<file path="src/rtl/gpr_writeback.sv">
// ---------------------------------------------------------------------------
// gpr_writeback
//   Writer-side front end for the GPR write port. Results arrive from the ALU
//   and the LSU over valid/ready, are queued in acceptance order in a small
//   circular FIFO, and leave as at most one GPR write per cycle. Entries that
//   are still queued are forwarded to the decode-stage operand readers, so a
//   consumer sees a value before it reaches the register file.
//
// Parameters
//   DATA_WIDTH  register data width
//   RF_SIZE     register index width (2**RF_SIZE registers)
//   DEPTH       write queue entries (power of 2, >= 2)
//
// Ports
//   clk, rst_n                 clock, synchronous active-low reset
//   alu_valid_i/alu_ready_o    ALU result handshake, alu_rd_i/alu_data_i payload
//   lsu_valid_i/lsu_ready_o    LSU result handshake, lsu_rd_i/lsu_data_i payload
//   wb_stall_i                 GPR write port busy this cycle
//   wb_we_o/wb_rd_o/wb_data_o  GPR write (head of queue)
//   byp_rs1_i/byp_rs2_i        operand indices to look up in the queue
//   byp_rsN_hit_o/_data_o      youngest queued value for that index
//   count_o                    number of queued entries
// ---------------------------------------------------------------------------
module gpr_writeback #(
  parameter int DATA_WIDTH = 64,
  parameter int RF_SIZE    = 5,
  parameter int DEPTH      = 4
) (
  input  logic                       clk,
  input  logic                       rst_n,
  input  logic                       alu_valid_i,
  output logic                       alu_ready_o,
  input  logic [RF_SIZE-1:0]         alu_rd_i,
  input  logic [DATA_WIDTH-1:0]      alu_data_i,
  input  logic                       lsu_valid_i,
  output logic                       lsu_ready_o,
  input  logic [RF_SIZE-1:0]         lsu_rd_i,
  input  logic [DATA_WIDTH-1:0]      lsu_data_i,
  input  logic                       wb_stall_i,
  output logic                       wb_we_o,
  output logic [RF_SIZE-1:0]         wb_rd_o,
  output logic [DATA_WIDTH-1:0]      wb_data_o,
  input  logic [RF_SIZE-1:0]         byp_rs1_i,
  input  logic [RF_SIZE-1:0]         byp_rs2_i,
  output logic                       byp_rs1_hit_o,
  output logic [DATA_WIDTH-1:0]      byp_rs1_data_o,
  output logic                       byp_rs2_hit_o,
  output logic [DATA_WIDTH-1:0]      byp_rs2_data_o,
  output logic [$clog2(DEPTH):0]     count_o
);

  localparam int PTR_W = $clog2(DEPTH);
  localparam int CNT_W = PTR_W + 1;

  // Queue storage: data only, never reset (validity comes from count).
  logic [RF_SIZE-1:0]    q_rd   [DEPTH];
  logic [DATA_WIDTH-1:0] q_data [DEPTH];

  // Queue control state.
  logic [PTR_W-1:0] head;
  logic [PTR_W-1:0] tail;
  logic [CNT_W-1:0] count;

  logic                  full;
  logic                  empty;
  logic                  lsu_fire;
  logic                  alu_fire;
  logic [RF_SIZE-1:0]    push_rd;
  logic [DATA_WIDTH-1:0] push_data;
  logic                  push;
  logic                  pop;
  logic [DATA_WIDTH:0]   byp1;
  logic [DATA_WIDTH:0]   byp2;

  // Scan every valid entry from oldest (head) to youngest so that the last
  // match wins; returns {hit, data}. Index 0 is hardwired and never forwards.
  function automatic logic [DATA_WIDTH:0] byp_lookup(input logic [RF_SIZE-1:0] rs);
    logic [DATA_WIDTH:0] res;
    logic [PTR_W-1:0]    idx;
    res = '0;
    for (int i = 0; i < DEPTH; i++) begin
      idx = head + PTR_W'(i);
      if ((CNT_W'(i) < count) && (rs != '0) && (q_rd[idx] == rs)) begin
        res = {1'b1, q_data[idx]};
      end
    end
    return res;
  endfunction

  assign full  = (count == CNT_W'(DEPTH));
  assign empty = (count == '0);

  // LSU has fixed priority; neither ready depends on its own valid.
  // A full queue refuses input even when the head pops this cycle.
  assign lsu_ready_o = !full;
  assign alu_ready_o = !full && !lsu_valid_i;

  assign lsu_fire = lsu_valid_i && lsu_ready_o;
  assign alu_fire = alu_valid_i && alu_ready_o;

  assign push_rd   = lsu_fire ? lsu_rd_i   : alu_rd_i;
  assign push_data = lsu_fire ? lsu_data_i : alu_data_i;

  // Writes to x0 complete the handshake but are dropped here.
  assign push = (lsu_fire || alu_fire) && (push_rd != '0);
  assign pop  = !empty && !wb_stall_i;

  assign wb_we_o   = pop;
  assign wb_rd_o   = empty ? '0 : q_rd[head];
  assign wb_data_o = empty ? '0 : q_data[head];

  assign count_o = count;

  always_comb begin
    byp1 = byp_lookup(byp_rs1_i);
    byp2 = byp_lookup(byp_rs2_i);
  end

  assign byp_rs1_hit_o  = byp1[DATA_WIDTH];
  assign byp_rs1_data_o = byp1[DATA_WIDTH-1:0];
  assign byp_rs2_hit_o  = byp2[DATA_WIDTH];
  assign byp_rs2_data_o = byp2[DATA_WIDTH-1:0];

  // Control state: pointers and occupancy.
  always_ff @(posedge clk) begin
    if (!rst_n) begin
      head  <= '0;
      tail  <= '0;
      count <= '0;
    end else begin
      if (push) tail <= tail + PTR_W'(1);
      if (pop)  head <= head + PTR_W'(1);
      case ({push, pop})
        2'b10:   count <= count + CNT_W'(1);
        2'b01:   count <= count - CNT_W'(1);
        default: count <= count;
      endcase
    end
  end

  // Payload storage.
  always_ff @(posedge clk) begin
    if (push) begin
      q_rd[tail]   <= push_rd;
      q_data[tail] <= push_data;
    end
  end

endmodule

</file>
<file path="config.mk">
export PLATFORM = sky130hd
export DESIGN_NAME = gpr_writeback
export DESIGN_NICKNAME = d
export VERILOG_FILES = /design/src/rtl/gpr_writeback.sv
export SDC_FILE = /design/constraint.sdc
export NUM_CORES = 1
export LEC_CHECK = 0
export BUFFER_PORTS_ARGS = -buffer_cell sky130_fd_sc_hd__buf_2
export CORE_UTILIZATION = 56
export CTS_CLUSTER_DIAMETER = 60
export DETAILED_ROUTE_END_ITERATION = 12
export GPL_ROUTABILITY_DRIVEN = 0
export MAX_ROUTING_LAYER = met4
export PLACE_DENSITY = 0.8
export SKIP_LAST_GASP = 1
export SYNTH_ARGS = -nofsm -noshare
export SYNTH_HDL_FRONTEND = slang
export SYNTH_SLANG_ARGS = --single-unit
</file>
<file path="constraint.sdc">
create_clock -name clk -period 11.5 [get_ports clk]
set_clock_uncertainty 0.2 [all_clocks]
set_input_delay 1.15 -clock clk [delete_from_list [all_inputs] [get_ports clk]]
set_output_delay 1.15 -clock clk [all_outputs]
set_load 0.005 [all_outputs]
</file>
# --- After elaboration in Yosys (flattened, before gate mapping) ---
# Memories as Yosys holds them, arrays and structs flattened. A register that Yosys moved wholly into a read port is not among the register bits.
# Cells that the tools add are included.
totals:
  regBits: 7
  latchBits: 0
  ram_bits: 276
  rom_bits: 0
  in_bits: 153
  output_inout_bits: 205
  word_cells: 76
  memories: 2
mem_list:
  columns: ["memory", "depth", "width", "read_ports", "rd_ports_with_merged_regs", "write_ports", "line", "text"]
  rows:
  - ["q_data", 4, 64, 4, 1, 1, "57", "logic [DATA_WIDTH-1:0] q_data [DEPTH];"]
  - ["q_rd", 4, 5, 4, 1, 1, "56", "logic [RF_SIZE-1:0] q_rd [DEPTH];"]
classes:
  addsub: 6
  multipliers: 0
  n_div: 0
  magnitude_cmp: 4
  n_eq_ne: 11
  shifts: 0
  muxes: 19
  n_bitwise: 0
  reduce_logical: 31
op_table:
  columns: ["op", "n"]
  rows:
  - ["$mux 65", 8]
  - ["$mux 64", 2]
  - ["$eq 5x5->1", 8]
  - ["$logic_and 1x1->1", 21]
  - ["$reduce_bool 5->1", 3]
  - ["$mux 5", 2]
  - ["$mux 2", 4]
  - ["$lt 1x3->1 const A", 2]
  - ["$lt 2x3->1 const A", 2]
  - ["$pmux 3 s2", 1]
  - ["$add 2x1->2 const B", 2]
  - ["$add 2x2->2 const B", 2]
  - ["$logic_not 1->1", 4]
  - ["$add 3x1->3 const B", 1]
  - ["$eq 3x3->1 const B", 1]
  - ["$logic_not 3->1", 1]
  - ["$sub 3x1->3 const B", 1]
  - ["$eq 2x1->1 const B", 1]
  - ["$eq 2x2->1 const B", 1]
  - ["$mux 1", 2]
  - ["$reduce_bool 2->1", 1]
  - ["$logic_or 1x1->1", 1]

# --- Logic depth before layout (Yosys ltp) ---
logic_depth:
  ltp_word: 8
  mapped_depth: 11
  depth_no_buf: 11

# --- Worst setup path before layout ---
# Ideal clock, no wire load.
synth_path:
  kind: "in2out"
  start: "input port byp_rs1_i[0]"
  end: "output port byp_rs1_data_o[13]"
  arrival_time_ps: 3261
  required_time_ps: 10150
  slack_ps: 6889
  path_stages: 10
  n_path_buf: 4
  cell_sequence: "clkbuf_1 > nor4_1 > nor2b_1 > a211o_1 > buf_2 > or2_1 > buf_2 > buf_1 > nand3_1 > a221oi_1"
synth_via:
  elab_chain_len: 7
  elab_cells_between_ends: 17
  cone_classes: "eq/ne: 4; mux: 4; reduce/logical: 9"
synth_lines:
  columns: ["item", "line", "text"]
  rows:
  - ["start: declaration", "43", "input logic [RF_SIZE-1:0] byp_rs1_i,"]
  - ["$reduce_bool 5->1", "83", "if ((CNT_W'(i) < count) && (rs != '0) && (q_rd[idx] == rs)) begin"]
  - ["$logic_and 1x1->1 (2 in a row)", "83", null]
  - ["$mux 65 (3 in a row)", "83", null]
  - ["$mux 65 (*)", "83", null]
  - ["end: declaration", "46", "output logic [DATA_WIDTH-1:0] byp_rs1_data_o,"]
# Mark *: on every way between the ends. The rest lies on a longest branch, timed or not.

# --- Worst setup path in the final report ---
layout_path:
  start: "register head[0]"
  end: "output port byp_rs1_data_o[15]"
layout_via:
  elab_chain_len: 7
  elab_cells_between_ends: 14
  cone_classes: "add/sub: 3; eq/ne: 3; mux: 3; reduce/logical: 3; memory: 2"
layout_lines:
  columns: ["item", "line", "text"]
  rows:
  - ["start: declaration", "60", "logic [PTR_W-1:0] head;"]
  - ["start signal: assignment", "132", "if (pop) head <= head + PTR_W'(1);"]
  - ["$add 2x1->2", "82", "idx = head + PTR_W'(i);"]
  - ["$mem_v2 4x5", null, null]
  - ["$eq 5x5->1", "83", null]
  - ["$logic_and 1x1->1", "83", null]
  - ["$mux 65 (2 in a row)", "83", null]
  - ["$mux 65 (*)", "83", null]
# Marked as above.

==> run summary <==
The worst min-delay path category is reg -> reg. The number of warnings issued by yosys is 0. The worst setup path is captured at a primary output. The final critical-path required period came out at roughly 6.7 ns. The endpoint identified for the worst register-to-register timing path is q_data[1][25].

After clock tree synthesis, the repair step resized 0 gates. The share of async-settable or async-resettable flops after synthesis is 0%. The tree is rooted in a sky130_fd_sc_hd__clkbuf_16.

The worst voltage drop across the vdd grid came out at between 0.15 and 0.2 mV. The count of different cell masters after synthesis came out at between 50 and 60. The die is 195 um tall. The initial antenna violation count came out at 0. The final layout contains routed wiring with a total length of 66.1 mm. The area of all sequential standard cells came out at approximately 8500 sq um. The die area came out at approximately 38,000 sq um.

The relative area change from synthesis to final layout came out at 14.7%. TritonCTS built the clock tree. The number of flops mapped to enable cells by yosys is 276.

The run finished with clean final reports. The synthesized design contains around 290 register bits. The arrival time at the worst endpoint came out at 5.37 ns.

For the pin with the worst max-slew slack, the measured transition is 1.24 ns. The number of buffers inserted during clock tree synthesis is 34. The average routed wire per standard cell came out at 25.7 um. On the critical path, the stage with the largest delay is an instance of sky130_fd_sc_hd__or4b_4. The H-tree generated during clock tree synthesis spans 2 levels.

The first global-routing pass estimated 102 mm of wire. By area, the combinational part of the netlist is dominated by multiplexers. The count of pins over their slew limit is 0. The footprint of the multi-input gates came out at 11,600 sq um. The maximum clock rate came out at roughly 150 MHz.

By area the synthesized netlist is led by sky130_fd_sc_hd__edfxtp_1, sky130_fd_sc_hd__mux4_2, sky130_fd_sc_hd__mux2_2, sky130_fd_sc_hd__mux2i_1, sky130_fd_sc_hd__nor3_1. After clock tree synthesis, the clock-pin slew on the worst setup and hold paths is around 0.060 ns. The via count is between 15k and 20k. The number of design-rule violations left by the first detailed-router iteration came out at between 2k and 3k.

The register area share after synthesis came out at slightly above 40%. Once the floorplan was initialized, standard cells occupied a little under three fifths of the core. The biggest area contributor in the post-synthesis netlist is sky130_fd_sc_hd__edfxtp_1.

The first TritonRoute pass finished after 6 iterations. The critical path is of the reg -> out type. The setup violation total in the final timing report is 0. The number of antenna diodes is 0. The worst setup timing slack at the placement stage is between 5 and 6 ns.

The number of cells traversed by the worst hold path is 2. The reg-to-reg setup timing slack came out at roughly 6.8 ns. The static leakage came out at ~8.4 nW. The multiplexer fraction of the synthesized cell area is 27.5%. The top fanout value on the critical path came out at 85. The clock network latency to the later pin of the worst-skew pair is around 0.5 ns. Following the worst setup path forward leads to its endpoint at byp_rs1_data_o[15].

The most critical setup path has its startpoint at head[0]. The synthesized instance count is between 1.5k and 2k. The area of the core is 36,600 sq um. After layout, the worst setup slack is 4.78 ns. The main flop type after synthesis is sky130_fd_sc_hd__edfxtp_1. The share of final-layout standard cells stronger than drive strength 1 is a little over a third. The chip width came out at 195 um. A synthesized cell averages roughly 11 sq um. The worst hold margin is 0.397 ns. Setup repair after global routing left no endpoint under its margin.

After detailed routing, the number of remaining DRC violations is 0. The number of maximum-capacitance constraint violations is 0. After filler insertion, the fill cell instance count of the layout stands at 2,687. The residual antenna-violating net count after detailed routing came out at 0.

The summed negative setup slack over all endpoints is 0 ns. Headroom to the max-slew limit came out at 16.7%. The synthesized netlist net count is 2,010. In the finished design, the share of the clock period the worst path needs comes to 58.4%. The synthesized-area fraction occupied by adder cells came out at less than 1%. STA classifies the critical path startpoint as a register. The number of post-CTS setup repair buffers came out at 0. The clock net in this run drives a total of 285 sinks. The total congestion overflow after global routing is 0.

The complex-gate fraction of the synthesized area came out at between 10% and 20%. The fraction of synthesized cell area in xor and xnor cells came out at roughly 1.8%. In the routed layout, each cell is associated on average with a via count of 7.19.

The worst register-to-register path begins at count_o[0]. The number of cells on the worst reg-to-reg path came out at 9. The area of the mapped netlist came out at 20,800 sq um. The number of standard-cell rows in the floorplan is 70.

No sink is reached through more buffers than the 3 on the longest clock path. The number of global-route vias before repair came out at around 18k. The hold buffer count at CTS is 0. The data required time of the critical path came out at roughly 10 ns. Traced cell by cell, the critical path runs through buf_4, mux4_2, xnor2_1, nand4_1, or4b_4, o211ai_4, o221ai_1, buf_2. The stage delay of the slowest cell on the critical path came out at ~0.90 ns.

The simple-gate share of the synthesized area is around 13%. The count of nets after finishing is 2,236. The detailed-placement wirelength estimate is 40.7 mm. For this run, the total global-route usage over all layers was measured as a little over a third. Pin placement for this block handled about 360 I/O pins. Yosys instantiated no cell more often than sky130_fd_sc_hd__edfxtp_1. By count the netlist is led by sky130_fd_sc_hd__edfxtp_1, sky130_fd_sc_hd__mux4_2, sky130_fd_sc_hd__nor3_1.

The share of Yosys cell area claimed by the top area cell type is a little under 40%. The final-report hold violation count came out at 0. The pin count of the biggest net entering global routing came out at 94. The cell area power density came out at 209 nW/um^2.

The number of input and output port buffers inserted came out at ~360.
## placed cells by master (no fill, tap or decap), types with 84 or more instances in the layout
| cell type | instances |
|---|---|
| sky130_fd_sc_hd__nor3_1 | 135 |
| sky130_fd_sc_hd__buf_2 | 357 |
| sky130_fd_sc_hd__and2_1 | 98 |
| sky130_fd_sc_hd__o21ai_0 | 84 |
| sky130_fd_sc_hd__mux2i_1 | 94 |
| sky130_fd_sc_hd__mux2_2 | 129 |
| sky130_fd_sc_hd__edfxtp_1 | 276 |
| sky130_fd_sc_hd__a21oi_1 | 86 |
| sky130_fd_sc_hd__nand2_1 | 94 |
| sky130_fd_sc_hd__nor2_1 | 116 |
| sky130_fd_sc_hd__mux4_2 | 148 |
## state kept, by name (all words and copies together) (netlist names), named ones only
register and count:
q_rd 20, tail 2, head 2, q_data 256, count_o 3
## through the flow
step / std cells / util, % / total power [mW] / area (sq um)
after global routing: 2567 / 65.3 / 5.20 / 23900
after CTS: 2567 / 65.3 / 4.95 / 23900
after floorplan: 1848 / - / 3.11 / 20800
after global placement: 2506 / 62.1 / 3.78 / 22700
final: 2567 / 65.3 / 5.00 / 23900
after detailed placement: 2506 / 62.1 / 3.84 / 22700
## where the power goes
group	leakage [nW]	switching, mW	total (mW)	internal, mW
clock network	0.582	0.427	1.12	0.689
registers	2.63	0.176	1.55	1.37
logic	5.18	1.33	2.34	1.01
## worst max-delay path: cells and delay by family, from the launching register on
kind                   cells  cell delay, ns
buffers and inverters      2            1.10
AO/OA/AOI/OAI              2            1.08
AND/OR/NAND/NOR            2            1.05
flip-flops                 1            0.79
multiplexers               1            0.47
XOR/XNOR                   1            0.18
## layer usage
layer	global-route usage [%]	wire, um	vias up
met2	53.4	30300	1574
li1	-	-	7726
met5	-	0	-
met1	44.3	23800	8813
met4	19.6	3800	0
met3	7.95	8180	343
## kinds of logic after synthesis
logic type,after synthesis
AOI/OAI and AO/OA,397
buffers and inverters,200
xor gates and xnor gates,43
adders and majority gates,9
and+or+nand+nor,543
muxes,371
DFF,285
## cell type report
class / instances / share of cell area, %
Clock inverter: 18 / 0.854
Sequential cell: 285 / 35.5
Multi-Input combinational cell: 1363 / 48.7
Timing Repair Buffer: 383 / 8.29
Clock buffer: 43 / 4.05
Tap cell: 468 / 2.45
Inverter: 7 / 0.120
## worst min-delay path by stage
stage / from / endpoint / slack [ns]
floorplan: tail[1] / tail[1] / 0.33
global placement: tail[1] / tail[1] / 0.35
detailed placement: tail[1] / tail[1] / 0.39
CTS: tail[1] / tail[1] / 0.40
global route: tail[1] / tail[1] / 0.42
finish: tail[1] / tail[1] / 0.40
(Power assumes the default switching activity.)
